[config.mk]
export PLATFORM = sky130hd
export DESIGN_NAME = muldiv_unit_flat
export DESIGN_NICKNAME = d
export VERILOG_FILES = /design/src/rtl/muldiv_unit_if.sv /design/src/rtl/muldiv_unit.sv /design/src/flat_wrapper.sv
export SDC_FILE = /design/constraint.sdc
export NUM_CORES = 1
export LEC_CHECK = 0
export ABC_AREA = 1
export ABC_CLOCK_PERIOD_IN_PS = 3450
export BUFFER_PORTS_ARGS = -buffer_cell sky130_fd_sc_hd__buf_2
export CAP_MARGIN = 20
export CORE_ASPECT_RATIO = 0.8
export CORE_UTILIZATION = 45
export CTS_BUF_LIST = sky130_fd_sc_hd__clkbuf_8
export DETAILED_ROUTE_END_ITERATION = 7
export PLACE_DENSITY_LB_ADDON = 0.08
export SYNTH_ARGS = -nofsm -noshare
export SYNTH_HDL_FRONTEND = slang
export SYNTH_SLANG_ARGS = --single-unit
[constraint.sdc]
create_clock -name clk -period 3.45 [get_ports clk]
set_input_delay 0.69 -clock clk [delete_from_list [all_inputs] [get_ports clk]]
set_output_delay 0.69 -clock clk [all_outputs]
set_load 0.01 [all_outputs]
[src/rtl/muldiv_unit_if.sv]
// Start/done handshake, operands and results for muldiv_unit.
// The uns line exists only when MULDIV_UNSIGNED_EN is defined.
interface muldiv_unit_if #(
   parameter int unsigned WIDTH = 32
);
   logic             start;
   logic             op;
   logic [WIDTH-1:0] a;
   logic [WIDTH-1:0] b;
`ifdef MULDIV_UNSIGNED_EN
   logic             uns;
`endif
   logic             busy;
   logic             done;
   logic [WIDTH-1:0] hi;
   logic [WIDTH-1:0] lo;
   logic             div_zero;

   modport master (
`ifdef MULDIV_UNSIGNED_EN
      output uns,
`endif
      output start, op, a, b,
      input  busy, done, hi, lo, div_zero
   );

   modport slave (
`ifdef MULDIV_UNSIGNED_EN
      input  uns,
`endif
      input  start, op, a, b,
      output busy, done, hi, lo, div_zero
   );
endinterface

[src/rtl/muldiv_unit.sv]
// Iterative signed multiply (shift-add) / divide (restoring) unit, WIDTH+1 cycle latency.
// Optional unsigned mode (multu/divu) enabled by defining MULDIV_UNSIGNED_EN.
module muldiv_unit #(
   parameter int unsigned WIDTH = 32,
   parameter int unsigned CNT_W = $clog2(WIDTH + 1)
) (
   input  logic          clk,
   input  logic          reset,
   muldiv_unit_if.slave  bus
);
   localparam int unsigned W2 = 2 * WIDTH;

   typedef enum logic [1:0] {
      S_IDLE = 2'd0,
      S_RUN  = 2'd1,
      S_FIN  = 2'd2
   } state_e;

   state_e           state_q, state_d;
   logic [CNT_W-1:0] cnt_q, cnt_d;
   logic             op_q, op_d;
   logic             neg_q, neg_d;
   logic             rneg_q, rneg_d;
   logic [WIDTH-1:0] opnd_q, opnd_d;
   logic [W2-1:0]    acc_q, acc_d;
   logic [WIDTH-1:0] hi_q, hi_d;
   logic [WIDTH-1:0] lo_q, lo_d;
   logic             busy_q, busy_d;
   logic             done_q, done_d;
   logic             div_zero_q, div_zero_d;

   logic             uns_s;
   logic             sign_a, sign_b, b_zero;
   logic [WIDTH-1:0] mag_a, mag_b;
   logic [WIDTH:0]   mul_sum;
   logic [WIDTH:0]   div_shv, div_diff;
   logic [W2-1:0]    prod_neg;
   logic [WIDTH-1:0] quo_neg, rem_neg;

`ifdef MULDIV_UNSIGNED_EN
   assign uns_s = bus.uns;
`else
   assign uns_s = 1'b0;
`endif

   // Operand magnitudes and iteration arithmetic
   always_comb begin
      sign_a   = ~uns_s & bus.a[WIDTH-1];
      sign_b   = ~uns_s & bus.b[WIDTH-1];
      b_zero   = (bus.b == '0);
      mag_a    = sign_a ? (~bus.a + WIDTH'(1)) : bus.a;
      mag_b    = sign_b ? (~bus.b + WIDTH'(1)) : bus.b;
      mul_sum  = {1'b0, acc_q[W2-1:WIDTH]} + (acc_q[0] ? {1'b0, opnd_q} : '0);
      div_shv  = acc_q[W2-1:WIDTH-1];
      div_diff = div_shv - {1'b0, opnd_q};
      prod_neg = ~acc_q + W2'(1);
      quo_neg  = ~acc_q[WIDTH-1:0] + WIDTH'(1);
      rem_neg  = ~acc_q[W2-1:WIDTH] + WIDTH'(1);
   end

   // State register
   always_ff @(posedge clk or negedge reset) begin
      if (!reset) begin
         state_q <= S_IDLE;
      end else begin
         state_q <= state_d;
      end
   end

   // Next-state logic
   always_comb begin
      state_d = state_q;
      case (state_q)
         S_IDLE: begin
            if (bus.start) begin
               state_d = (bus.op && b_zero) ? S_FIN : S_RUN;
            end
         end
         S_RUN: begin
            if (cnt_q == CNT_W'(WIDTH - 1)) begin
               state_d = S_FIN;
            end
         end
         S_FIN:   state_d = S_IDLE;
         default: state_d = S_IDLE;
      endcase
   end

   // Datapath and output next values
   always_comb begin
      cnt_d      = cnt_q;
      op_d       = op_q;
      neg_d      = neg_q;
      rneg_d     = rneg_q;
      opnd_d     = opnd_q;
      acc_d      = acc_q;
      hi_d       = hi_q;
      lo_d       = lo_q;
      div_zero_d = div_zero_q;
      done_d     = 1'b0;
      busy_d     = (state_d != S_IDLE);
      case (state_q)
         S_IDLE: begin
            if (bus.start) begin
               op_d       = bus.op;
               neg_d      = sign_a ^ sign_b;
               rneg_d     = sign_a;
               cnt_d      = '0;
               div_zero_d = bus.op & b_zero;
               opnd_d     = bus.op ? mag_b : mag_a;
               acc_d      = {{WIDTH{1'b0}}, (bus.op ? mag_a : mag_b)};
            end
         end
         S_RUN: begin
            cnt_d = CNT_W'(cnt_q + 1'b1);
            if (!op_q) begin
               acc_d = {mul_sum, acc_q[WIDTH-1:1]};
            end else if (!div_diff[WIDTH]) begin
               acc_d = {div_diff[WIDTH-1:0], acc_q[WIDTH-2:0], 1'b1};
            end else begin
               acc_d = {div_shv[WIDTH-1:0], acc_q[WIDTH-2:0], 1'b0};
            end
         end
         S_FIN: begin
            done_d = 1'b1;
            // A divide-by-zero leaves the previous result visible
            if (!div_zero_q) begin
               if (!op_q) begin
                  {hi_d, lo_d} = neg_q ? prod_neg : acc_q;
               end else begin
                  hi_d = rneg_q ? rem_neg : acc_q[W2-1:WIDTH];
                  lo_d = neg_q ? quo_neg : acc_q[WIDTH-1:0];
               end
            end
         end
         default: ;
      endcase
   end

   always_ff @(posedge clk or negedge reset) begin
      if (!reset) begin
         cnt_q      <= '0;
         op_q       <= 1'b0;
         neg_q      <= 1'b0;
         rneg_q     <= 1'b0;
         opnd_q     <= '0;
         acc_q      <= '0;
         hi_q       <= '0;
         lo_q       <= '0;
         busy_q     <= 1'b0;
         done_q     <= 1'b0;
         div_zero_q <= 1'b0;
      end else begin
         cnt_q      <= cnt_d;
         op_q       <= op_d;
         neg_q      <= neg_d;
         rneg_q     <= rneg_d;
         opnd_q     <= opnd_d;
         acc_q      <= acc_d;
         hi_q       <= hi_d;
         lo_q       <= lo_d;
         busy_q     <= busy_d;
         done_q     <= done_d;
         div_zero_q <= div_zero_d;
      end
   end

   assign bus.busy     = busy_q;
   assign bus.done     = done_q;
   assign bus.hi       = hi_q;
   assign bus.lo       = lo_q;
   assign bus.div_zero = div_zero_q;
endmodule

[src/flat_wrapper.sv]
// flat-port wrapper written by rule: the top's interface ports become plain ports
module muldiv_unit_flat 
#(
   parameter int unsigned WIDTH = 32,
   parameter int unsigned CNT_W = $clog2(WIDTH + 1)
)
  (clk, reset, bus_start, bus_op, bus_a, bus_b, bus_busy, bus_done, bus_hi, bus_lo, bus_div_zero);
  muldiv_unit_if #(.WIDTH(WIDTH)) bus_i ();
  input  logic clk;
  input  logic reset;
  input wire logic [$bits(bus_i.start)-1:0] bus_start;
  input wire logic [$bits(bus_i.op)-1:0] bus_op;
  input wire logic [$bits(bus_i.a)-1:0] bus_a;
  input wire logic [$bits(bus_i.b)-1:0] bus_b;
  output wire logic [$bits(bus_i.busy)-1:0] bus_busy;
  output wire logic [$bits(bus_i.done)-1:0] bus_done;
  output wire logic [$bits(bus_i.hi)-1:0] bus_hi;
  output wire logic [$bits(bus_i.lo)-1:0] bus_lo;
  output wire logic [$bits(bus_i.div_zero)-1:0] bus_div_zero;
  assign bus_i.start = bus_start;
  assign bus_i.op = bus_op;
  assign bus_i.a = bus_a;
  assign bus_i.b = bus_b;
  assign bus_busy = bus_i.busy;
  assign bus_done = bus_i.done;
  assign bus_hi = bus_i.hi;
  assign bus_lo = bus_i.lo;
  assign bus_div_zero = bus_i.div_zero;
  muldiv_unit #(.WIDTH(WIDTH), .CNT_W(CNT_W)) u_core (.clk(clk), .reset(reset), .bus(bus_i));
endmodule
==> run_results.csv <==
group,metric,value,unit
clock_tree,worstSkewPairLatency,0.53,ns
route,wirelength,70000,um
route,drt_iter0_markers,2131,
logic_synthesis,synth-seq-cells,174,
route,drtAntennaViolNets,0,
critical_path,crit_fanout,34,
sta,finalHoldViolCount,0,
clock_tree,clock_path_buffers,2,
critical_path,cp.required,3.85,ns
route,wl_per_cell,19.8,um
logic_synthesis,synthesis.nets,3077,
flow_run,maxCapViolCount,0,
route,dr.pass1.iters,8,
logic_synthesis,ys_warn_count,0,
pwr,p_leak,10.5,nW
global_route,grt-ovfl-total,0,
finish,fin_area,19100,um2
sta,clock_skew,0.0296,ns
finish,final_util,0.499,
logic_synthesis,syn_inst,2938,
floorplan,dieArea,39500,um2
global_route,grt_usage,0.355,
logic_synthesis,synth_adder_area_share,0.0519,
logic_synthesis,ys_types,48,
finish,final_nets,3174,
sta,fmax,0.329,GHz
clock_tree,post_cts_buffers,0,
critical_path,critPathBufInv,2,
route,drc,0,
critical_path,startpoint_type,"flip-flop",
place,port_buffers,134,
place,dpl-instance-area,18600,um2
logic_synthesis,synth-xor-area-share,0.0428,
finish,fill_cells,4120,
critical_path,critPathArrivalTime,3.44,ns
clock_tree,cts_tree,"yes",
sta,tightest_slew,1.08,ns
clock_tree,cts_htree_levels,4,
logic_synthesis,synthSimpleGateAreaFrac,0.411,
logic_synthesis,synth-compound-area-share,0.129,
clock_tree,postCtsResizedCells,0,
finish,layout-drive-gt1-share,0.0906,
pwr,irDropWorstVdd,0.499,mV
floorplan,num_rows,64,
outcome,outcome,"complete, no violations",
sta,tns,0,ns
sta,maxSlewHeadroom,0.281,
floorplan,start_util,0.456,
min_path,hold_path_class,"primary input to async pin",
clock_tree,numCtsBuffers,17,
critical_path,crit_path_cell_trace,"inv_1 > fa_1 > inv_1 > nand2_1 > nand2_1 > nand3_1 > nand2_1 > nand2_2 > nand2_4 > nand2_4 > nand2_4 > nand2_2 > nand2_4 > nand2_1 > nor2_1 > o21ai_0",
route,viasPerCell,5.61,
clock_tree,postCtsHoldBufs,0,
critical_path,path_delay_family,"simple AND/OR/NAND/NOR gates",
logic_synthesis,syn_avg_cell_area,5.93,um2
global_route,grt_pass1_vias,17956,
place,dp_hpwl,56200,um
critical_path,critPathMaxStageDelay,0.61,ns
clock_tree,clk_pin_slew_worst_paths,0.10,ns
critical_path,end_kind,"flip-flop",
logic_synthesis,ys_seq_area_frac,0.250,
critical_path,cp_slowest_cell,"dfrtp_1",
place,dp_slack,0.503,ns
clock_tree,cts_root_buf,"clkbuf_8",
critical_path,crit_type,"flip-flop to flip-flop",
floorplan,num_io_pins,135,
global_route,antenna_found_initial,1,
sta,setup_viol,0,
global_route,grt_max_degree,100,
clock_tree,clock-sinks,174,
finish,area_growth,9.48,%
sta,rsz0062_at_grt,"no",
logic_synthesis,synth_mux_area_frac,0,
place,gp_congestion,1.01,
critical_path,rr_worst_depth,16,
pwr,p_per_area,1080,nW/um2
floorplan,dieWidth,222,um
floorplan,dieHeight,178,um
sta,min_period_over_period,0.880,
critical_path,path_depth,16,
logic_synthesis,synth_top_family_by_area,"simple AND/OR/NAND/NOR gates",
sta,slew_viol_final,0,
sta,period_needed,3.04,ns
logic_synthesis,netlist_area,17400,um2
floorplan,core_area,38200,um2
sta,setup_ws,0.414,ns
global_route,grt_pass1_wl,106000,um
route,vias,19891,
[through the flow]
step	cells	total power [mW]	hold slack, ns
2_1_floorplan	2938	14.2	0.394
3_3_place_gp	3510	18.5	0.427
3_5_place_dp	3510	18.7	0.440
4_1_cts	3541	20.3	0.0929
5_1_grt	3542	22.6	0.0963
6_report	3543	20.6	0.0971
[worst paths after layout]
check	from	slack, ns	end
setup reg to reg	u_core.acc_q[32]$_DFFE_PN0P_	0.41	u_core.acc_q[38]$_DFFE_PN0P_
hold reg to reg	u_core.state_q[0]$_DFF_PN0_	0.46	u_core.bus.done$_DFF_PN0_
setup / recovery	u_core.acc_q[32]$_DFFE_PN0P_	0.41	u_core.acc_q[38]$_DFFE_PN0P_
min in group clk	u_core.state_q[0]$_DFF_PN0_	0.46	u_core.bus.done$_DFF_PN0_
hold / removal	reset	0.1	u_core.bus.hi[31]$_DFFE_PN0P_
max in group asynchronous	reset	2.58	u_core.op_q$_DFFE_PN0P_
[cell type report]
| type | instances | area, um2 | area share |
|---|---|---|---|
| diodes | 1 | 2.50 | 0.000131 |
| clock buffers | 18 | 248 | 0.0130 |
| clock inverters | 13 | 174 | 0.00913 |
| inverters | 422 | 1580 | 0.0831 |
| multi-input cells | 2249 | 11100 | 0.581 |
| flip-flops and latches | 174 | 4360 | 0.229 |
| well taps | 495 | 619 | 0.0325 |
| repair buffers | 171 | 1000 | 0.0527 |
[where the power goes]
group / total, mW / internal [mW] / switching, mW
clock: 1.61 / 0.692 / 0.923
sequential: 4.15 / 2.86 / 1.29
combinational: 14.9 / 4.86 / 10.0
[registers in the layout, summed over array words and instances, names as in the netlist]
signal               count
u_core.bus.hi           32
u_core.op_q              1
u_core.bus.lo           32
u_core.bus.busy          1
u_core.neg_q             1
u_core.acc_q            64
u_core.opnd_q           32
u_core.bus.done          1
u_core.cnt_q             6
u_core.rneg_q            1
u_core.state_q           2
u_core.bus.div_zero      1
[placed cells by master (no fill, tap or decap), types with 3 or more instances in the layout]
cell	instances
inv_1	412
o211ai_1	18
inv_2	8
nor2_2	12
nor2_4	3
nand2_1	988
or2_0	3
o21bai_1	11
clkbuf_8	18
or2_2	13
nor4_1	8
o21ai_1	15
buf_12	4
a21o_1	5
nor3_1	38
buf_2	133
o221ai_1	14
a22oi_1	16
nand2_4	5
nand3_1	284
ha_1	69
inv_8	5
a31oi_1	8
a21oi_1	127
xnor2_1	17
nand3_2	14
xor2_1	68
nand3b_1	13
dfrtp_1	173
nand2_2	11
nand4_1	34
o31ai_1	4
buf_4	33
o21ai_0	168
nor2_1	264
[layer usage]
layer	GRT usage	routed length [um]	vias to the layer above
met3	0.0770	6410	115
met2	0.520	29100	880
met5	0	0	-
met1	0.520	32900	9331
met4	0.0961	1700	0
li1	-	-	9565
[synth_stat cells, drive strengths merged]
library cell	n	area, um2
o21a	2	15.0
and2	2	12.5
o221ai	14	123
o21ai	186	950
xnor2	17	149
o31ai	4	30.0
dfrtp	174	4350
fa	2	40.0
xor2	68	596
ha	69	863
a21oi	130	669
buf	31	181
a21o	5	37.5
clkbuf	62	233
a21boi	2	15.0
nand2	1004	3830
or2	17	106
a22o	1	8.76
nand3	298	1560
o21bai	11	82.6
nor3	39	200
nor4	8	50.1
o211ai	18	135
clkinv	2	7.51
nand3b	13	97.6
nor2	279	1090
a31oi	8	50.1
nand4	34	213
o22ai	2	12.5
inv	420	1580
a22oi	16	120
[logic make-up (layout without fill, tap and decap cells)]
kind of cell    count (synthesis)  count (layout)
compound gates                399             399
xor+xnor                       85              85
fa+ha+maj                      71              71
buf+inv                       515             624
flops                         174             174
other cells                     0               1
simple gates                 1694            1694
No activity file was read; power rests on OpenSTA's default activity.
